`config.mk`:
```
export PLATFORM = sky130hd
export DESIGN_NAME = mem_copy_engine
export DESIGN_NICKNAME = d
export VERILOG_FILES = /design/src/rtl/mem_pkg.sv /design/src/rtl/mem_copy_fifo.sv /design/src/rtl/mem_copy_engine.sv
export SDC_FILE = /design/constraint.sdc
export NUM_CORES = 1
export LEC_CHECK = 0
export CAP_MARGIN = 5
export CORE_AREA = 3 3 206 208
export DETAILED_ROUTE_END_ITERATION = 7
export DIE_AREA = 0 0 209 211
export PLACE_DENSITY_LB_ADDON = 0.12
export RECOVER_POWER = 100
export SETUP_SLACK_MARGIN = 0.4
export SLEW_MARGIN = 15
export SYNTH_ARGS = -nofsm -noshare
export SYNTH_HDL_FRONTEND = slang
export SYNTH_SLANG_ARGS = --single-unit
```
`constraint.sdc`:
```
create_clock -name clk -period 3.5 [get_ports clk]
set_clock_uncertainty 0.2 [all_clocks]
set_input_delay 1.05 -clock clk [delete_from_list [all_inputs] [get_ports clk]]
set_output_delay 1.05 -clock clk [all_outputs]
set_load 0.02 [all_outputs]
```
`src/rtl/mem_pkg.sv`:
```
// Shared status codes and copy-engine FSM encoding for the memory copy engine.
package mem_pkg;

  localparam logic [3:0] MEM_OK         = 4'h0;
  localparam logic [3:0] MEM_ERR_ADDR   = 4'h1;
  localparam logic [3:0] MEM_ERR_ACCESS = 4'h2;

  typedef enum logic [1:0] {
    COPY_IDLE,
    COPY_RUN,
    COPY_DRAIN,
    COPY_DONE
  } copy_state_e;

endpackage

```
`src/rtl/mem_copy_fifo.sv`:
```
// Synchronous read-data buffer for the copy engine; head word is visible
// combinationally, occupancy is exported so the engine can reserve space.
module mem_copy_fifo
  import mem_pkg::*;
#(
  parameter  int unsigned DATA_WIDTH = 64,
  parameter  int unsigned DEPTH      = 4,
  localparam int unsigned PTR_W      = $clog2(DEPTH),
  localparam int unsigned CNT_W      = PTR_W + 1
) (
  input  logic                  clk,
  input  logic                  rst_n,
  input  logic                  clear,
  input  logic                  push,
  input  logic [DATA_WIDTH-1:0] push_data,
  input  logic                  pop,
  output logic [DATA_WIDTH-1:0] head_data,
  output logic [CNT_W-1:0]      count,
  output logic                  empty
);

  logic [DATA_WIDTH-1:0] mem [DEPTH];
  logic [PTR_W-1:0]      wr_ptr;
  logic [PTR_W-1:0]      rd_ptr;
  logic                  do_push;
  logic                  do_pop;

  assign empty     = (count == '0);
  assign do_push   = push && (count != CNT_W'(DEPTH));
  assign do_pop    = pop && !empty;
  assign head_data = mem[rd_ptr];

  // NOTE: storage is not reset; only pointers and count need a defined value.
  always_ff @(posedge clk) begin
    if (do_push) mem[wr_ptr] <= push_data;
  end

  always_ff @(posedge clk or negedge rst_n) begin
    if (!rst_n) begin
      wr_ptr <= '0;
      rd_ptr <= '0;
      count  <= '0;
    end else if (clear) begin
      wr_ptr <= '0;
      rd_ptr <= '0;
      count  <= '0;
    end else begin
      if (do_push) wr_ptr <= wr_ptr + 1'b1;
      if (do_pop)  rd_ptr <= rd_ptr + 1'b1;
      count <= count + CNT_W'(do_push) - CNT_W'(do_pop);
    end
  end

endmodule

```
`src/rtl/mem_copy_engine.sv`:
```
// Copy engine: pipelined reads into a space-reserved buffer, matching writes, sticky status.
// Optional MEM_COPY_PERF_EN adds perf_cycles (saturating RUN+DRAIN cycle count).
module mem_copy_engine
  import mem_pkg::*;
#(
  parameter int unsigned VIRT_ADDR_WIDTH = 32,
  parameter int unsigned DATA_WIDTH      = 64,
  parameter int unsigned LEN_WIDTH       = 16,
  parameter int unsigned FIFO_DEPTH      = 4
) (
  input  logic                       clk,
  input  logic                       rst_n,
  input  logic                       cmd_valid,
  output logic                       cmd_ready,
  input  logic [VIRT_ADDR_WIDTH-1:0] cmd_src_addr,
  input  logic [VIRT_ADDR_WIDTH-1:0] cmd_dst_addr,
  input  logic [LEN_WIDTH-1:0]       cmd_len,
  output logic                       done_valid,
  input  logic                       done_ready,
  output logic [3:0]                 done_status,
  output logic [LEN_WIDTH-1:0]       done_count,
  output logic                       read_req_valid,
  input  logic                       read_req_ready,
  output logic [VIRT_ADDR_WIDTH-1:0] read_req_addr,
  output logic [DATA_WIDTH/8-1:0]    read_req_mask,
  input  logic                       read_resp_valid,
  output logic                       read_resp_ready,
  input  logic [DATA_WIDTH-1:0]      read_resp_data,
  input  logic [3:0]                 read_resp_status,
  output logic                       write_req_valid,
  input  logic                       write_req_ready,
  output logic [VIRT_ADDR_WIDTH-1:0] write_req_addr,
  output logic [DATA_WIDTH/8-1:0]    write_req_mask,
  output logic [DATA_WIDTH-1:0]      write_req_data,
  input  logic                       write_resp_valid,
  output logic                       write_resp_ready,
  input  logic [3:0]                 write_resp_status
`ifdef MEM_COPY_PERF_EN
  ,
  output logic [31:0]                perf_cycles
`endif
);

  localparam int unsigned MASK_W     = DATA_WIDTH / 8;
  localparam int unsigned ADDR_SHIFT = $clog2(MASK_W);
  localparam int unsigned CNT_W      = $clog2(FIFO_DEPTH) + 1;

  copy_state_e state, state_nxt;

  logic [VIRT_ADDR_WIDTH-1:0] src_base, dst_base;
  logic [LEN_WIDTH-1:0]       len_q, rd_issued, wr_issued, wr_out, done_count_q;
  logic [CNT_W-1:0]           rd_inflight;
  logic                       rd_hold, wr_hold, err;
  logic [3:0]                 status_q;

  logic cmd_fire, rd_fire, rresp_fire, wr_fire, wresp_fire, rresp_err, wresp_err;
  logic busy, all_read_issued, quiet, fifo_push, fifo_empty;
  logic [CNT_W:0]             buf_used;
  logic [CNT_W-1:0]           fifo_count;
  logic [DATA_WIDTH-1:0]      fifo_head;

  assign busy            = (state == COPY_RUN) || (state == COPY_DRAIN);
  assign cmd_fire        = cmd_valid && cmd_ready;
  assign rd_fire         = read_req_valid && read_req_ready;
  assign rresp_fire      = read_resp_valid && read_resp_ready;
  assign wr_fire         = write_req_valid && write_req_ready;
  assign wresp_fire      = write_resp_valid && write_resp_ready;
  assign rresp_err       = rresp_fire && (read_resp_status != MEM_OK);
  assign wresp_err       = wresp_fire && (write_resp_status != MEM_OK);
  assign fifo_push       = rresp_fire && (read_resp_status == MEM_OK);
  assign all_read_issued = (rd_issued == len_q);
  // Reads in flight plus buffered words: a read may issue only if its data has a guaranteed slot.
  assign buf_used        = (CNT_W+1)'(rd_inflight) + (CNT_W+1)'(fifo_count);
  assign quiet           = (rd_inflight == '0) && (wr_out == '0) && !rd_hold && !wr_hold;

  // NOTE: sequential state uses <= so every flop samples pre-edge values; comb blocks use =.
  always_ff @(posedge clk or negedge rst_n) begin
    if (!rst_n) state <= COPY_IDLE;
    else        state <= state_nxt;
  end

  always_comb begin
    // NOTE: default assignment first so no path leaves state_nxt unassigned (no latch).
    state_nxt = state;
    unique case (state)
      COPY_IDLE:  if (cmd_valid) state_nxt = (cmd_len == '0) ? COPY_DONE : COPY_RUN;
      COPY_RUN:   if (all_read_issued || err) state_nxt = COPY_DRAIN;
      COPY_DRAIN: if (quiet && (err || fifo_empty)) state_nxt = COPY_DONE;
      COPY_DONE:  if (done_ready) state_nxt = COPY_IDLE;
      default:    state_nxt = COPY_IDLE;
    endcase
  end

  always_comb begin
    cmd_ready        = (state == COPY_IDLE);
    done_valid       = (state == COPY_DONE);
    read_resp_ready  = busy;
    write_resp_ready = busy;
    // A hold keeps an un-accepted request asserted even after an error stops new issue.
    read_req_valid   = rd_hold ||
                       ((state == COPY_RUN) && !all_read_issued && !err &&
                        (buf_used < (CNT_W+1)'(FIFO_DEPTH)));
    write_req_valid  = wr_hold || (busy && !fifo_empty && !err);
  end

  assign read_req_addr  = src_base + (VIRT_ADDR_WIDTH'(rd_issued) << ADDR_SHIFT);
  assign write_req_addr = dst_base + (VIRT_ADDR_WIDTH'(wr_issued) << ADDR_SHIFT);
  assign read_req_mask  = {MASK_W{read_req_valid}};
  assign write_req_mask = {MASK_W{write_req_valid}};
  assign write_req_data = write_req_valid ? fifo_head : '0;
  assign done_status    = status_q;
  assign done_count     = done_count_q;

  always_ff @(posedge clk or negedge rst_n) begin
    if (!rst_n) begin
      src_base     <= '0;
      dst_base     <= '0;
      len_q        <= '0;
      rd_issued    <= '0;
      wr_issued    <= '0;
      wr_out       <= '0;
      rd_inflight  <= '0;
      rd_hold      <= 1'b0;
      wr_hold      <= 1'b0;
      err          <= 1'b0;
      status_q     <= MEM_OK;
      done_count_q <= '0;
    end else begin
      rd_hold <= read_req_valid && !read_req_ready;
      wr_hold <= write_req_valid && !write_req_ready;
      if (cmd_fire) begin
        src_base     <= cmd_src_addr;
        dst_base     <= cmd_dst_addr;
        len_q        <= cmd_len;
        rd_issued    <= '0;
        wr_issued    <= '0;
        wr_out       <= '0;
        rd_inflight  <= '0;
        err          <= 1'b0;
        status_q     <= MEM_OK;
        done_count_q <= '0;
      end else begin
        if (rd_fire) rd_issued <= rd_issued + 1'b1;
        if (wr_fire) wr_issued <= wr_issued + 1'b1;
        rd_inflight <= rd_inflight + CNT_W'(rd_fire) - CNT_W'(rresp_fire);
        wr_out      <= wr_out + LEN_WIDTH'(wr_fire) - LEN_WIDTH'(wresp_fire);
        // First failing response wins; a read and write error in one cycle report the read.
        if (!err && (rresp_err || wresp_err)) begin
          err      <= 1'b1;
          status_q <= rresp_err ? read_resp_status : write_resp_status;
        end
        if (wresp_fire && (write_resp_status == MEM_OK)) done_count_q <= done_count_q + 1'b1;
      end
    end
  end

  mem_copy_fifo #(
    .DATA_WIDTH (DATA_WIDTH),
    .DEPTH      (FIFO_DEPTH)
  ) u_fifo (
    .clk       (clk),
    .rst_n     (rst_n),
    .clear     (cmd_fire),
    .push      (fifo_push),
    .push_data (read_resp_data),
    .pop       (wr_fire),
    .head_data (fifo_head),
    .count     (fifo_count),
    .empty     (fifo_empty)
  );

`ifdef MEM_COPY_PERF_EN
  always_ff @(posedge clk or negedge rst_n) begin
    if (!rst_n)                          perf_cycles <= '0;
    else if (cmd_fire)                   perf_cycles <= '0;
    else if (busy && (perf_cycles != '1)) perf_cycles <= perf_cycles + 1'b1;
  end
`endif

endmodule

```
# --- After elaboration in Yosys (flattened, before gate mapping) ---
# Memory sizes are Yosys's and may differ from the RTL's.
# Cells that the tools add are included.
op_classes:
  add_sub_neg: 14
  shifts: 0
  n_reduce_logical: 52
  n_lt_le_gt_ge: 1
  mux: 27
  n_bitwise: 0
  eq_ne: 9
  multipliers: 0
  div_mod_pow: 0
ops:
  columns: ["cell", "count"]
  rows:
  - ["$mux W16", 7]
  - ["$add A32 B19 Y32", 2]
  - ["$mux W64", 1]
  - ["$add A16 B1 Y16 const B", 3]
  - ["$logic_not A16 Y1", 2]
  - ["$logic_and A1 B1 Y1", 23]
  - ["$mux W2", 9]
  - ["$add A16 B1 Y16", 1]
  - ["$eq A16 B16 Y1", 1]
  - ["$sub A16 B1 Y16", 1]
  - ["$mux W4", 3]
  - ["$reduce_bool A2 Y1", 6]
  - ["$logic_not A4 Y1", 2]
  - ["$pmux W2 S4", 1]
  - ["$reduce_bool A4 Y1", 2]
  - ["$logic_not A1 Y1", 7]
  - ["$add A3 B1 Y3", 2]
  - ["$logic_not A3 Y1", 2]
  - ["$logic_or A1 B1 Y1", 6]
  - ["$mux W3", 2]
  - ["$ne A2 B1 Y1 const B", 3]
  - ["$sub A3 B1 Y3", 2]
  - ["$add A2 B1 Y2 const B", 2]
  - ["$add A3 B3 Y4", 1]
  - ["other kinds (8)", 12]
word_totals:
  memories: 1
  regBits: 163
  ram_bits: 256
  latch_bits: 0
  input_bits: 160
  out_inout_bits: 170
  elab_cells: 120
  romBits: 0
memory_table:
  columns: ["name", "words", "word_bits", "read_ports", "rd_clocked_by_memory_dff", "write_ports", "line_no", "text"]
  rows:
  - ["u_fifo.mem", 4, 64, 1, 0, 1, "mem_copy_fifo.sv:22", "logic [DATA_WIDTH-1:0] mem [DEPTH];"]

# --- Depth between registers and ports, before layout ---
# Gate-level depths: netlist of run 1.
depth:
  ltp_word: 10
  ltp_mapped: 18
  depth_no_buf: 17

# --- Hierarchy ---
# Synthesis of run 1 repeated with hierarchy kept, for this count alone.
unflattened:
  cells_unflattened: 1556
  hier_area_um2: 19590.0
modules_own_cells:
  columns: ["mod", "cells_per_inst", "instances", "area_per_inst_um2", "seq_area_each_um2"]
  rows:
  - ["mem_copy_engine", 1175, 1, 9914.5, 3903.7]
  - ["mem_copy_fifo", 381, 1, 9675.5, 7862.5]

# --- Worst setup path after synthesis of run 1 ---
# Ideal clock, no wire load.
synth_path:
  path_type: "input to register"
  from: "in read_resp_status[0]"
  to: "mem u_fifo.mem[0][0], enable pin"
  slack_ns: -0.647
  arrival_time_ns: 3.518
  n_path_buf: 0
  required_time_ns: 2.871
  cell_stages: 3
  path_cell_list: "or4_1 > a211oi_2 > and2_1"
synth_between:
  elab_chain_cells: 5
synth_lines:
  columns: ["item", "line_no", "text"]
  rows:
  - ["start, declared", "mem_copy_engine.sv:29", "input logic [3:0] read_resp_status,"]
  - ["$logic_not A4 Y1", "mem_copy_engine.sv:70", "assign fifo_push = rresp_fire && (read_resp_status == MEM_OK);"]
  - ["$logic_and A1 B1 Y1", "mem_copy_engine.sv:70", null]
  - ["$logic_and A1 B1 Y1", "mem_copy_fifo.sv:29", "assign do_push = push && (count != CNT_W'(DEPTH));"]
  - ["$mux W1", "mem_copy_fifo.sv:35", "if (do_push) mem[wr_ptr] <= push_data;"]
  - ["$mux W1 (implied by the code)", "mem_copy_fifo.sv:35", null]
  - ["end, declared", "mem_copy_fifo.sv:22", null]
# No other way between the ends.

# --- Worst setup path after layout of run 1 ---
layout_path:
  from: "reg rd_issued[0]"
  to: "out read_req_addr[29]"
layout_between:
  elab_chain_cells: 1
layout_lines:
  columns: ["item", "line_no", "text"]
  rows:
  - ["start, declared", "mem_copy_engine.sv:51", "logic [LEN_WIDTH-1:0] len_q, rd_issued, wr_issued, wr_out, done_count_q;"]
  - ["start signal, assigned", "mem_copy_engine.sv:143", "if (rd_fire) rd_issued <= rd_issued + 1'b1;"]
  - ["$add A32 B19 Y32", "mem_copy_engine.sv:106", "assign read_req_addr = src_base + (VIRT_ADDR_WIDTH'(rd_issued) << ADDR_SHIFT);"]
  - ["end, declared", "mem_copy_engine.sv:24", "output logic [VIRT_ADDR_WIDTH-1:0] read_req_addr,"]
# No other way between the ends.

==> results of run 1 <==
-- stage by stage --
step | total power [uW] | cell area (sq um) | TNS, ps | hold WS [ps]
global placement | 15800 | 25600 | -24170 | 258
floorplan | 12400 | 20400 | -987 | 247
finish | 23600 | 29400 | -45650 | 273
detailed placement | 16000 | 25600 | -25840 | 269
CTS | 22700 | 28800 | -32640 | 232
global route | 24900 | 29400 | -74110 | 305
-- sequential cells by signal (all words and copies together), names as in the netlist, 2 cells and up --
register	cells
wr_out	16
u_fifo.rd_ptr	2
len_q	16
rd_inflight	3
u_fifo.wr_ptr	2
dst_base	32
rd_issued	16
src_base	32
state	2
wr_issued	16
u_fifo.mem	256
done_count	16
done_status	4
u_fifo.count	3
-- worst register-to-register path, delay by kind of cell (launching register included) --
kind,cells,cell delay (ps)
AO/OA/AOI/OAI,5,1060
multiplexers,1,170
flip-flops,1,350
adder cells (fa/ha/maj),4,1070
AND/OR/NAND/NOR,4,440
buffers and inverters,4,370
-- placed cells by master (no fill, tap or decap), drive strengths merged, types with 24 or more instances in the layout --
cell / netlist / final
xnor2: 58 / 58
xor2: 51 / 51
a21oi: 61 / 61
ha: 72 / 72
mux4: 64 / 64
edfxtp: 256 / 256
nand3: 32 / 32
clkbuf: 43 / 83
buf: 34 / 409
nor2: 94 / 94
o21ai: 46 / 46
and2: 79 / 79
dlygate4sd3: 0 / 90
nand4: 24 / 24
inv: 62 / 63
clkdlybuf4s50: 0 / 93
dfrtp: 163 / 163
nand2: 292 / 292
-- area by class of cell --
type | instances | area (sq um) | share of cell area (%)
Clock inverter | 21 | 262 | 0.889
Sequential cell | 419 | 11800 | 40.0
Inverter | 62 | 240 | 0.817
Antenna cell | 2 | 5.00 | 0.0170
Clock buffer | 56 | 1200 | 4.07
Timing Repair Buffer | 625 | 6370 | 21.7
Tap cell | 532 | 666 | 2.26
Multi-Input combinational cell | 1049 | 8910 | 30.3
-- repair_timing --
action	CTS	global route
gates resized for setup	990	127
cloned	16	3
buffers inserted	61	40
pin swaps	101	64
endpoints found under the setup margin	155	155
-- cell families (layout without fill, tap and decap cells) --
logic type	count (synthesis)	count (layout)	synth area share [%]
DFF	419	419	59.3
other	0	2	0
and+or+nand+nor	620	620	14.8
buffers and inverters	139	764	3.13
muxes	72	72	7.69
xor gates and xnor gates	109	109	4.81
adders and majority gates	77	77	5.05
AOI/OAI and AO/OA	170	171	5.27
-- power breakdown --
group	switching (uW)	total (uW)	internal (uW)
registers	574	6540	5960
logic	6020	12400	6340
clock network	2010	4750	2730
-- routing by layer --
| layer | wire [um] | vias to the layer above |
|---|---|---|
| met5 | 72 | - |
| met4 | 1520 | 10 |
| met3 | 3970 | 109 |
| met2 | 29100 | 476 |
| met1 | 22600 | 7389 |
| li1 | - | 6864 |
-- how the worst max path moves through the flow --
stage | startpoint | to | slack, ps | cells past startpoint
after global routing | rd_issued[0] | read_req_addr[29] | -940 | 13
final | rd_issued[0] | read_req_addr[29] | -790 | 13
after detailed placement | src_base[3] | read_req_addr[25] | -800 | 13
after global placement | src_base[3] | read_req_addr[29] | -760 | 13
after floorplan | wr_issued[0] | write_req_addr[31] | -100 | 10
after CTS | rd_issued[0] | read_req_addr[29] | -850 | 13
==> impl_metrics.prom, run 1 <==
# TYPE chip_impl_metric gauge
chip_impl_metric{name="synth_seq_area_share",unit="%"} 59.3
chip_impl_metric{name="port_buffers",unit=""} 329
chip_impl_metric{name="wl_per_cell",unit="um"} 20.7
chip_impl_metric{name="worst_skew_pair.late_latency",unit="ps"} 600
chip_impl_metric{name="cts_htree_levels",unit=""} 2
chip_impl_metric{name="highest_clock_frequency_the_design_can_meet",unit="MHz"} 233
chip_impl_metric{name="routed_via_density",unit=""} 5.37
chip_impl_metric{name="design.final.nets",unit=""} 2438
chip_impl_metric{name="hold_buffers",unit=""} 0
chip_impl_metric{name="synth_largest_type_area_fraction",unit="%"} 38.7
chip_impl_info{name="critical_path.cell_chain",value="ha_2 -> inv_2 -> fa_2 -> nor2b_2 -> o31a_1 -> o31ai_2 -> buf_4 -> a211oi_4 -> o21ai_4 -> buf_12 -> a21boi_4 -> xor2_2 -> buf_6"} 1
chip_impl_metric{name="finalWeightedCongestion",unit=""} 0.839
chip_impl_info{name="timing.setup.critical_path_class",value="reg2out"} 1
chip_impl_metric{name="number_of_buffers_on_the_longest_clock_path",unit=""} 3
chip_impl_metric{name="grt_pass1_wl",unit="mm"} 85.4
chip_impl_metric{name="timing.final.max_slew_violations",unit=""} 57
chip_impl_metric{name="groute.layer.met3.usage",unit="%"} 5.53
chip_impl_metric{name="initial_utilization",unit="%"} 48.7
chip_impl_metric{name="first_iter_violations",unit=""} 1010
chip_impl_metric{name="cp_slowest_stage_delay",unit="ps"} 350
chip_impl_metric{name="clock_sinks",unit=""} 419
chip_impl_metric{name="cp.buffers_inverters",unit=""} 4
chip_impl_metric{name="final_layout_size_suffix_gt1_share",unit="%"} 37.1
chip_impl_metric{name="final_cells",unit=""} 2766
chip_impl_info{name="hold-path-endpoint",value="dst_base[1]"} 1
chip_impl_info{name="yosys.area.top_type",value="edfxtp_1"} 1
chip_impl_info{name="path_delay_family",value="compound AO/OA/AOI/OAI gates"} 1
chip_impl_info{name="tritoncts",value="yes"} 1
chip_impl_metric{name="mappedNetlistNets",unit=""} 1843
chip_impl_metric{name="worst_pin_slew",unit="ps"} 1520
chip_impl_metric{name="cp_data_required_time",unit="ps"} 2250
chip_impl_info{name="critPathCaptureType",value="primary output"} 1
chip_impl_metric{name="die-width",unit="um"} 209
chip_impl_metric{name="timing.final.hold_violations",unit=""} 0
chip_impl_metric{name="num_vias",unit=""} 14800
chip_impl_metric{name="synth_async_sr_flop_share",unit="%"} 38.9
chip_impl_metric{name="n_fill_cell",unit=""} 2720
chip_impl_metric{name="placementRows",unit=""} 74
chip_impl_info{name="setup_repair_after_global_routing_missed_its_margin",value="yes"} 1
chip_impl_metric{name="floorplan.die.height",unit="um"} 211
chip_impl_info{name="synthFlopType",value="edfxtp_1"} 1
chip_impl_metric{name="grt_start_max_net_pins",unit=""} 57
chip_impl_metric{name="rr_worst_depth",unit=""} 18
chip_impl_metric{name="synth_cell_types",unit=""} 62
chip_impl_metric{name="clock_period_minus_worst_slack",unit="ps"} 4290
chip_impl_metric{name="met2_usage",unit="%"} 42.6
chip_impl_metric{name="layout_setup_ws",unit="ps"} -786
chip_impl_info{name="min_path_type",value="reg2reg"} 1
chip_impl_info{name="start_kind",value="flip-flop"} 1
chip_impl_metric{name="ys_seq_elements",unit=""} 419
chip_impl_metric{name="detail-route-antenna-nets",unit=""} 0
chip_impl_info{name="cts_root_buf",value="clkbuf_16"} 1
chip_impl_metric{name="max-cap-violations",unit=""} 1
chip_impl_metric{name="timing.reg2reg.setup_slack",unit="ps"} -270
chip_impl_metric{name="num_io_pins",unit=""} 330
chip_impl_metric{name="core_region_area",unit="sq um"} 40700
chip_impl_metric{name="syn_area_per_cell",unit="sq um"} 12.4
chip_impl_metric{name="critical_path.max_fanout",unit=""} 7
chip_impl_metric{name="p_per_area",unit="nW/um^2"} 804
chip_impl_metric{name="met1_track_usage_gr",unit="%"} 31.7
chip_impl_metric{name="final_min_period_over_clock_period",unit="%"} 122
chip_impl_info{name="synth_top_cells_by_count",value="nand2_1, edfxtp_1, dfrtp_1"} 1
chip_impl_metric{name="groute.usage.overall",unit="%"} 24.9
chip_impl_info{name="run_status",value="finished, violations left"} 1
chip_impl_metric{name="setup_viol",unit=""} 152
chip_impl_metric{name="tritoncts.num_buffers",unit=""} 44
chip_impl_metric{name="dp_cells",unit=""} 2567
chip_impl_metric{name="dp_hpwl",unit="mm"} 35.7
chip_impl_info{name="violations",value="max-capacitance violations, max-slew violations, negative setup slack"} 1
chip_impl_metric{name="first_pass_iters",unit=""} 5
chip_impl_metric{name="power.ir.vdd_worst",unit="V"} 0.000757
chip_impl_info{name="grt_busiest_layer",value="met2"} 1
chip_impl_metric{name="route.detailed.drc",unit=""} 0
chip_impl_metric{name="areaGrowthSynthToFinish",unit="%"} 48.3
chip_impl_info{name="worst_r2r_startpoint",value="state[1]"} 1
chip_impl_metric{name="clk_transition_reported_paths",unit="ps"} 60
chip_impl_metric{name="synthesis.area",unit="sq um"} 19800
chip_impl_metric{name="slew-limit-headroom",unit="%"} -1.37
chip_impl_metric{name="dpl_worst_slack",unit="ps"} -800
chip_impl_metric{name="fin_util",unit="%"} 72.2
chip_impl_metric{name="first_global_vias",unit=""} 15300
chip_impl_metric{name="yosysWarnings",unit=""} 0
chip_impl_metric{name="cp.arrival",unit="ps"} 3040
chip_impl_info{name="slowest_stage",value="dfrtp_1"} 1
chip_impl_info{name="synth.most_common_cell",value="nand2_1"} 1
chip_impl_metric{name="grt_antenna_before_repair",unit=""} 7
chip_impl_info{name="crit-reg2reg-capture",value="wr_out[12]"} 1
chip_impl_metric{name="overflow",unit=""} 0
chip_impl_metric{name="fp.dieArea",unit="sq um"} 44100
chip_impl_info{name="hold_path.startpoint",value="dst_base[1]"} 1
chip_impl_metric{name="detail_route.wirelength",unit="mm"} 57.3
chip_impl_info{name="netlist_top_cells_area",value="edfxtp_1, dfrtp_1, mux4_2"} 1
chip_impl_metric{name="post_synthesis_cells",unit=""} 1606
chip_impl_metric{name="hold_crit_depth",unit=""} 2
chip_impl_metric{name="p_leak",unit="uW"} 0.0123
chip_impl_metric{name="synth-edff-count",unit=""} 256
Note: power is estimated with default switching activity, not from simulation.
==> run 2: changes to the inputs <==
Settings changed: CORE_AREA 3 3 206 208 to 2 2 205 207, DIE_AREA 0 0 209 211 to 0 0 207 209, TNS_END_PERCENT set to 50.
==> run 2 against run 1 <==
Compared with the run above:
- design area fell by 3.7%
- via count fell by 4.0%
- the flow still finishes with violations (max-capacitance violations, max-slew violations, negative setup slack)
- global-route usage fell by 2.0 points
- non-clock buffer count fell by 32
- flip-flop and latch count did not move
- clock power rose by 2%
- sequential power barely moved
- power fell by 6.2%
==> impl_metrics.prom, run 2 (same netlist as run 1, synthesis figures left out) <==
# TYPE chip_impl_metric gauge
chip_impl_info{name="run_status",value="finished, violations left"} 1
chip_impl_info{name="violations",value="max-capacitance violations, max-slew violations, negative setup slack"} 1
chip_impl_metric{name="grt_start_max_net_pins",unit=""} 91
chip_impl_metric{name="num_vias",unit=""} 14300
chip_impl_metric{name="number_of_buffers_on_the_longest_clock_path",unit=""} 3
chip_impl_metric{name="first_pass_iters",unit=""} 5
chip_impl_metric{name="design.final.nets",unit=""} 2408
chip_impl_metric{name="clock_period_minus_worst_slack",unit="ps"} 4370
chip_impl_metric{name="setup_viol",unit=""} 350
chip_impl_metric{name="dp_hpwl",unit="mm"} 33.2
chip_impl_metric{name="core_region_area",unit="sq um"} 41300
chip_impl_info{name="worst_r2r_startpoint",value="state[0]"} 1
chip_impl_metric{name="highest_clock_frequency_the_design_can_meet",unit="MHz"} 229
chip_impl_metric{name="cts_htree_levels",unit=""} 2
chip_impl_metric{name="totalNegativeSetupSlack",unit="ps"} -77390
chip_impl_info{name="cts_root_buf",value="clkbuf_16"} 1
chip_impl_metric{name="grt_pass1_wl",unit="mm"} 78.8
chip_impl_metric{name="worst_pin_slew",unit="ps"} 1740
chip_impl_metric{name="hold_buffers",unit=""} 0
chip_impl_metric{name="initial_utilization",unit="%"} 48.1
chip_impl_metric{name="timing.final.max_slew_violations",unit=""} 67
chip_impl_metric{name="port_buffers",unit=""} 329
chip_impl_info{name="crit-reg2reg-capture",value="wr_out[14]"} 1
chip_impl_info{name="hold_path.startpoint",value="dst_base[2]"} 1
chip_impl_metric{name="detail-route-antenna-nets",unit=""} 0
chip_impl_metric{name="detail_route.wirelength",unit="mm"} 50.4
chip_impl_info{name="tritoncts",value="yes"} 1
chip_impl_metric{name="flip_flop_count_of_the_largest_register_all_copies_and_words_added",unit=""} 256
chip_impl_metric{name="p_leak",unit="uW"} 0.0120
chip_impl_metric{name="power.ir.vdd_worst",unit="V"} 0.000504
chip_impl_metric{name="tritoncts.num_buffers",unit=""} 46
chip_impl_metric{name="groute.usage.overall",unit="%"} 22.9
chip_impl_metric{name="final_layout_size_suffix_gt1_share",unit="%"} 32.7
chip_impl_metric{name="grt_antenna_before_repair",unit=""} 11
chip_impl_metric{name="wl_per_cell",unit="um"} 18.3
chip_impl_metric{name="clk_transition_reported_paths",unit="ps"} 60
chip_impl_metric{name="areaGrowthSynthToFinish",unit="%"} 42.8
chip_impl_metric{name="timing.reg2reg.setup_slack",unit="ps"} -660
chip_impl_info{name="layout_commonest_cell",value="nand2_1"} 1
chip_impl_metric{name="critical_path.max_fanout",unit=""} 2
chip_impl_metric{name="die-width",unit="um"} 207
chip_impl_info{name="largest-register",value="u_fifo.mem"} 1
chip_impl_info{name="timing.setup.critical_path_class",value="reg2out"} 1
chip_impl_metric{name="floorplan.die.height",unit="um"} 209
chip_impl_metric{name="overflow",unit=""} 0
chip_impl_metric{name="p_per_area",unit="nW/um^2"} 783
chip_impl_metric{name="finalWeightedCongestion",unit=""} 0.860
chip_impl_metric{name="hold_crit_depth",unit=""} 2
chip_impl_metric{name="first_iter_violations",unit=""} 842
chip_impl_info{name="critPathCaptureType",value="primary output"} 1
chip_impl_metric{name="timing.final.hold_violations",unit=""} 0
chip_impl_metric{name="num_io_pins",unit=""} 330
chip_impl_metric{name="first_global_vias",unit=""} 14800
chip_impl_metric{name="rr_worst_depth",unit=""} 19
chip_impl_info{name="largestRegisters",value="u_fifo.mem (256), dst_base (32), src_base (32)"} 1
chip_impl_metric{name="fp.dieArea",unit="sq um"} 43300
chip_impl_info{name="most-common-layout-cells",value="nand2_1, edfxtp_1, buf_4, dfrtp_1, buf_6"} 1
chip_impl_info{name="min_path_type",value="reg2reg"} 1
chip_impl_metric{name="worst_skew_pair.late_latency",unit="ps"} 590
chip_impl_metric{name="route.detailed.drc",unit=""} 0
chip_impl_metric{name="cp_data_required_time",unit="ps"} 2250
chip_impl_metric{name="placementRows",unit=""} 75
chip_impl_metric{name="layout_setup_ws",unit="ps"} -868
chip_impl_metric{name="final_min_period_over_clock_period",unit="%"} 125
chip_impl_info{name="setup_repair_after_global_routing_missed_its_margin",value="yes"} 1
chip_impl_info{name="hold-path-endpoint",value="dst_base[2]"} 1
chip_impl_info{name="start_kind",value="flip-flop"} 1
chip_impl_metric{name="clock_sinks",unit=""} 419
chip_impl_metric{name="cp.arrival",unit="ps"} 3120
chip_impl_metric{name="routed_via_density",unit=""} 5.19
chip_impl_metric{name="max-cap-violations",unit=""} 1
chip_impl_metric{name="fin_util",unit="%"} 68.6
chip_impl_metric{name="dpl_worst_slack",unit="ps"} -798
chip_impl_metric{name="slew-limit-headroom",unit="%"} -16.0
run 2: cell count changes in the layout (fill, tap and decap cells not counted), sizes merged, moves of 2 or more:
cell | previous run | this run
dlygate4sd2 | 5 | 0
clkbuf | 83 | 86
clkinv | 14 | 18
buf | 409 | 381
dlygate4sd3 | 90 | 92
run 2: worst max-delay path by stage:
stage,from,endpoint,slack [ps],cells past startpoint
after floorplan,rd_issued[0],read_req_addr[21],-130,10
after global placement,src_base[3],read_req_addr[23],-740,13
after detailed placement,rd_issued[0],read_req_addr[27],-800,13
after CTS,src_base[3],read_req_addr[23],-840,13
after global routing,src_base[3],read_req_addr[15],-970,15
final,src_base[3],read_req_addr[15],-870,15
run 2: report_power, final:
| part | switching, uW | internal [uW] | total (uW) |
|---|---|---|---|
| sequential | 551 | 5970 | 6520 |
| clock | 1960 | 2900 | 4860 |
| combinational | 5360 | 5430 | 10800 |
run 2: per-layer routing:
| layer | track usage [%] | part of all wire, % | vias up |
|---|---|---|---|
| met5 | 0 | 0.20 | - |
| met4 | 7.41 | 2.7 | 16 |
| met3 | 5.11 | 5.3 | 97 |
| met2 | 38.8 | 50 | 350 |
| met1 | 29.5 | 42 | 6986 |
| li1 | - | - | 6811 |
run 2: metrics by stage:
| step | hold WS [ps] | total power, uW | cell area [sq um] | std cells |
|---|---|---|---|---|
| 6_report | 273 | 22200 | 28300 | 2749 |
| 5_1_grt | 301 | 23500 | 28300 | 2748 |
| 4_1_cts | 275 | 21500 | 27700 | 2709 |
| 3_5_place_dp | 261 | 15700 | 25200 | 2569 |
| 3_3_place_gp | 256 | 15500 | 25200 | 2569 |
| 2_1_floorplan | 247 | 12100 | 20000 | 1606 |
run 2: timing repair:
| item | in CTS | in global routing |
|---|---|---|
| pin swaps | 59 | 92 |
| buffers inserted | 50 | 36 |
| resized for setup | 624 | 353 |
| setup endpoints to repair | 155 | 160 |
| gates cloned | 6 | 1 |
run 2: cell type report:
type	count	area, sq um
fill	2989	13000
sequential	419	11800
multi-input combinational	1049	8410
timing repair buffer	593	5700
clock buffer	59	1250
tap	539	674
clock inverter	25	278
inverter	62	238
antenna	3	7.51
run 2: critical path: stages (launching register included):
cell	delay (ps)
dfrtp_1	360
ha_2	200
inv_2	40
fa_2	350
nor2b_2	150
o31a_1	200
o31ai_2	70
buf_4	150
buf_4	130
buf_6	100
buf_6	110
a21oi_4	130
a21o_1	140
a211oi_2	50
nor3_1	180
buf_4	170
